**src/rtl/fp_arb_pkg.sv**
```systemverilog
// Shared types and constants for the two-requester FP add/sub arbiter.
package fp_arb_pkg;

    localparam int DATA_W  = 32;
    localparam int NUM_REQ = 2;

    typedef enum logic [1:0] {
        IDLE = 2'd0,
        BUSY = 2'd1,
        RESP = 2'd2
    } state_t;

    typedef logic [0:0] req_id_t;

endpackage

```
**src/rtl/rr_arbiter_2.sv**
```systemverilog
// Two-way grant selector: a lone request always wins, and simultaneous
// requests are resolved by the pointer.
module rr_arbiter_2
    import fp_arb_pkg::*;
(
    input  logic [NUM_REQ-1:0] req,
    input  req_id_t            pointer,
    output logic [NUM_REQ-1:0] grant
);

    // One-hot grant; the pointer matters only when both requesters are pending
    always_comb begin
        grant = '0;
        case (req)
            2'b01:   grant = 2'b01;
            2'b10:   grant = 2'b10;
            2'b11:   grant = (pointer == 1'b1) ? 2'b10 : 2'b01;
            default: grant = '0;
        endcase
    end

endmodule

```
**src/rtl/fp_addsub_arbiter.sv**
```systemverilog
// Shares one FP adder/subtractor between two requesters, one operation in
// flight at a time (IDLE -> BUSY -> RESP). Responses are held until the
// owning requester consumes them.
// Build option: FP_ARB_STRICT_PRIO_EN makes requester 0 win every tie and
// removes the round-robin pointer.
module fp_addsub_arbiter
    import fp_arb_pkg::*;
#(
    parameter int LAT = 1
)(
    input  logic              clk,
    input  logic              rst_n,
    input  logic              req0_valid,
    output logic              req0_ready,
    input  logic [DATA_W-1:0] req0_a,
    input  logic [DATA_W-1:0] req0_b,
    input  logic              req0_op,
    input  logic              req1_valid,
    output logic              req1_ready,
    input  logic [DATA_W-1:0] req1_a,
    input  logic [DATA_W-1:0] req1_b,
    input  logic              req1_op,
    output logic              rsp0_valid,
    input  logic              rsp0_ready,
    output logic [DATA_W-1:0] rsp0_result,
    output logic              rsp0_cout,
    output logic              rsp1_valid,
    input  logic              rsp1_ready,
    output logic [DATA_W-1:0] rsp1_result,
    output logic              rsp1_cout,
    output logic [DATA_W-1:0] unit_reg1,
    output logic [DATA_W-1:0] unit_reg2,
    output logic              unit_op,
    input  logic [DATA_W-1:0] unit_result,
    input  logic              unit_cout
);

    localparam logic [3:0] LAT_LD = 4'(LAT);

    state_t              state_q;
    logic [3:0]          cnt_q;
    req_id_t             gid_q;
    logic [DATA_W-1:0]   rsp_result_q;
    logic                rsp_cout_q;
    logic [NUM_REQ-1:0]  grant;
    req_id_t             ptr;
    logic                accept;
    logic                rsp_rdy_sel;
    logic                done;

    rr_arbiter_2 u_arb (
        .req     ({req1_valid, req0_valid}),
        .pointer (ptr),
        .grant   (grant)
    );

    // Ready is offered only in IDLE and is forced low while reset is held
    assign req0_ready  = rst_n && (state_q == IDLE) && grant[0];
    assign req1_ready  = rst_n && (state_q == IDLE) && grant[1];
    assign accept      = req0_ready || req1_ready;

    assign rsp_rdy_sel = (gid_q == 1'b1) ? rsp1_ready : rsp0_ready;
    assign done        = (state_q == RESP) && rsp_rdy_sel;

    assign rsp0_valid  = (state_q == RESP) && (gid_q == 1'b0);
    assign rsp1_valid  = (state_q == RESP) && (gid_q == 1'b1);
    assign rsp0_result = rsp_result_q;
    assign rsp1_result = rsp_result_q;
    assign rsp0_cout   = rsp_cout_q;
    assign rsp1_cout   = rsp_cout_q;

`ifdef FP_ARB_STRICT_PRIO_EN
    assign ptr = 1'b0;
`else
    req_id_t ptr_q;

    // Hand priority to the other requester after every completed response
    always_ff @(posedge clk or negedge rst_n) begin
        if (!rst_n) begin
            ptr_q <= 1'b0;
        end else if (done) begin
            ptr_q <= ~ptr_q;
        end
    end

    assign ptr = ptr_q;
`endif

    // Operation sequencer: issue operands, wait LAT cycles, hold the response
    always_ff @(posedge clk or negedge rst_n) begin
        if (!rst_n) begin
            state_q      <= IDLE;
            cnt_q        <= '0;
            gid_q        <= 1'b0;
            unit_reg1    <= '0;
            unit_reg2    <= '0;
            unit_op      <= 1'b0;
            rsp_result_q <= '0;
            rsp_cout_q   <= 1'b0;
        end else begin
            case (state_q)
                IDLE: begin
                    if (accept) begin
                        unit_reg1 <= grant[1] ? req1_a  : req0_a;
                        unit_reg2 <= grant[1] ? req1_b  : req0_b;
                        unit_op   <= grant[1] ? req1_op : req0_op;
                        gid_q     <= grant[1];
                        cnt_q     <= LAT_LD;
                        state_q   <= BUSY;
                    end
                end
                BUSY: begin
                    if (cnt_q == 4'd1) begin
                        rsp_result_q <= unit_result;
                        rsp_cout_q   <= unit_cout;
                        cnt_q        <= '0;
                        state_q      <= RESP;
                    end else begin
                        cnt_q <= cnt_q - 4'd1;
                    end
                end
                RESP: begin
                    if (rsp_rdy_sel) begin
                        state_q <= IDLE;
                    end
                end
                default: state_q <= IDLE;
            endcase
        end
    end

endmodule

```
**config.mk**
```make
export PLATFORM = sky130hd
export DESIGN_NAME = fp_addsub_arbiter
export DESIGN_NICKNAME = d
export VERILOG_FILES = /design/src/rtl/fp_arb_pkg.sv /design/src/rtl/rr_arbiter_2.sv /design/src/rtl/fp_addsub_arbiter.sv
export SDC_FILE = /design/constraint.sdc
export NUM_CORES = 1
export LEC_CHECK = 0
export ABC_AREA = 1
export BUFFER_PORTS_ARGS = -buffer_cell sky130_fd_sc_hd__buf_2
export CAP_MARGIN = 20
export CORE_AREA = 2 2 119 121
export DETAILED_ROUTE_END_ITERATION = 8
export DIE_AREA = 0 0 121 123
export PLACE_DENSITY = 0.73
export SLEW_MARGIN = 40
export SYNTH_ARGS = -nofsm -noshare
export SYNTH_HDL_FRONTEND = slang
export SYNTH_SLANG_ARGS = --single-unit
export TNS_END_PERCENT = 20
```
**constraint.sdc**
```tcl
create_clock -name clk -period 3 [get_ports clk]
set_input_delay 0.3 -clock clk [delete_from_list [all_inputs] [get_ports clk]]
set_output_delay 0.3 -clock clk [all_outputs]
set_load 0.05 [all_outputs]
```
==> impl_results.md <==
* Clock Skew at 0.007413 ns
* Min-Delay Path Class: primary input to flip-flop
* Clock Tree Buf Depth at 2
* Max Cap Viol at 0
* Largest net degree at the start of global routing at 66
* Worst Hold Launch: unit_result[8]
* CTS tree: built
* Core Box Area at 13610 sq um
* Number of setup buffers added after CTS at 0
* Setup violations, final at 0
* Warnings from Yosys at 0
* Initial Utilization at 39.32%
* Max_slew headroom at 56.90%
* Worst-path clk slew at 0.07 ns
* Crit path max-delay cell type: nand2_2
* Post-Synth Adder-Cell Area at 0.4675%
* PwrDens at 1322 nW/um^2
* Most used DFF post-synth: dfrtp_1
* Crit path max-delay family: simple AND/OR/NAND/NOR gates
* Routed vias/inst at 4.625
* XOR/XNOR share of the synthesized area at 0.3273%
* CTS Root Cell: clkbuf_16
* Residual DRC count at 0
* Minimum clock period after layout at 2.189 ns
* DIE HEIGHT at 123 um
* Num Clock Sinks at 106
* Largest family of logic cells by synthesized area: simple AND/OR/NAND/NOR gates
* Setup crit start: ptr
* ANT nets after route at 0
* Dominant cell type by area after synthesis: dfrtp_1
* Fillers at 1361
* Hold Worst Slack at 0.1838 ns
* Most common cell in the synthesized netlist: nand2_1
* Horiz. Die Dim at 121 um
* IO Pins at 304
* Ranking of synthesized cells by area: dfrtp_1, nand2_1, nand3_1
* WL final at 15090 um
* CTS H-tree lvls at 3
* Sequential fraction of the synthesis area at 49.56%
* Slew Limit Fails at 0
* Final Util at 51.48%
* Initial drt markers at 313
* Row count at 43
* Aggregate global-route resource usage at 20.06%
* Worst VDD drop at 0.0005629 V
* Die ar. at 14880 sq um
* Critical Path Sink Type: primary output
* WP data required at 2.70 ns
* Synth-to-Final Area Change at 30.93%
* Max Freq at 456.8 MHz
* Yosys cell types at 19
* Post-synth EDFFs at 0
* Via count at 5384
* Drt first pass iters at 4
* Worst Path Buf+Inv at 2
* Complex-gate fraction of the synthesized area at 0.6545%
* Arr. time, crit path at 1.89 ns
* Number of I/O port buffers at 303
* Crit Path Category: flip-flop to primary output
* Hpwl dp at 11220 um
* Mapped cell area at 5353 sq um
* Vias in the first global route at 4825
* Sequence of cells on the critical path: nand2_2, nand2_2, nand3_1, inv_1, buf_2
* Avg Cell Area, Syn at 7.353 sq um
* Reg2reg start: cnt_q[1]
* GP Congestion at 0.8095
* Synthesized instance count at 728
* CTS resizes at 0
* Clock Latency Late Sink at 0.34 ns
* Final period utilization at 72.97%
* Cell mode on critical path: nand2_2
* Critical path launch point type: flip-flop
* Worst stage delay on the critical path at 0.39 ns
* Post-synth ARST share at 100.0%
* RSZ-0062 raised after global routing: no
* Status: finished clean
* Leakage at 4.334 nW
* First-pass GRT wire length at 23620 um
* Initial antenna violation count at 1
* Critical-path maximum fanout at 26
* Final layout net count at 1149
* Hold Fails Final Rpt at 0
* Setup TNS at 0 ns
* Total clock buffers created by CTS at 9
* Simple-Gate Fraction of Synth Area at 39.48%
* Worst slew pin tran at 0.6465 ns
* Synth top area share at 49.56%
* Flops & latches, synth at 106
* Share of cells above drive strength 1 at 34.59%
* Synth Net Count at 899
* DR WL/cell at 12.97 um
* Total gr overflow at 0
* Post-synth top cells: nand2_1, dfrtp_1, nand3_1
* Post-synthesis mux area share at 0%
[flip-flops by register name, summed over array words and instances (netlist names)]
name,cells
cnt_q,4
gid_q,1
ptr,1
rsp0_cout,1
rsp0_result,32
state_q,2
unit_op,1
unit_reg1,32
unit_reg2,32
[worst min-delay path: cells and delay by family]
family                 cells  cell delay, ns
AND/OR/NAND/NOR            2            0.12
buffers and inverters      1            0.07
[logic make-up after synthesis]
| logic type | after synthesis |
|---|---|
| DFF | 106 |
| adders and majority gates | 2 |
| and+or+nand+nor | 526 |
| xor gates and xnor gates | 2 |
| buffers and inverters | 87 |
| AOI/OAI and AO/OA | 5 |
[report_power, final]
| group | switching (mW) | leakage [nW] | internal [mW] | total [mW] |
|---|---|---|---|---|
| clock network | 0.508 | 0.129 | 0.561 | 1.07 |
| logic | 4.49 | 2.88 | 1.19 | 5.68 |
| registers | 0.414 | 1.32 | 2.10 | 2.51 |
[final timing paths]
path | end | slack [ns] | depth (start not counted)
max | req1_ready | 0.81 | 5
min | rsp0_result[8] | 0.18 | 3
max reg2reg | rsp0_result[28] | 1.14 | 8
min reg2reg | unit_reg1[22] | 0.47 | 2
max in group asynchronous | rsp0_result[21] | 1.66 | 3
min in group asynchronous | rsp0_result[24] | 0.43 | 2
[timing repair]
item                       in CTS  in global routing
setup endpoints to repair       0                  0
hold buffers                    1                  0
hold endpoints to repair       22                  0
[stage by stage]
stage / power [mW] / cell area (sq um) / instances / setup slack [ns]
after floorplan: 7.152 / 5353 / 728 / 1.316
after global placement: 8.191 / 6731 / 1146 / 1.101
after detailed placement: 8.249 / 6731 / 1146 / 1.060
after CTS: 9.346 / 7005 / 1163 / 0.7691
after global routing: 9.855 / 7008 / 1164 / 0.6713
final: 9.263 / 7008 / 1164 / 0.8110
[cell usage in the layout (no fill, tap or decap), drive strengths merged]
cell type    count
buf            315
or2              1
clkbuf          11
clkinvlp         1
diode            1
xor2             1
a21o             1
o21ai            3
dfrtp          106
inv             10
ha               2
o211ai           1
clkinv           4
xnor2            1
nor2             8
nand3          105
nand2          412
dlygate4sd3      1
[final cells by class]
class	count	area [sq um]	share of cell area (%)
antenna	1	2.502	0.03571
clock buffer	11	232.7	3.321
clock inverter	5	31.28	0.4463
inverter	10	37.54	0.5356
multi-input combinational	535	2207	31.49
sequential	106	2653	37.85
tap	180	225.2	3.214
timing repair buffer	316	1619	23.10
[metal layers]
metal | part of all wire [%] | vias to the layer above | track usage (%)
met5 | 0 | - | 0
li1 | - | 2731 | -
met3 | 7.3 | 19 | 4.428
met2 | 49 | 211 | 33.46
met4 | 1.7 | 0 | 7.703
met1 | 42 | 2423 | 25.51
(Power assumes the default switching activity.)
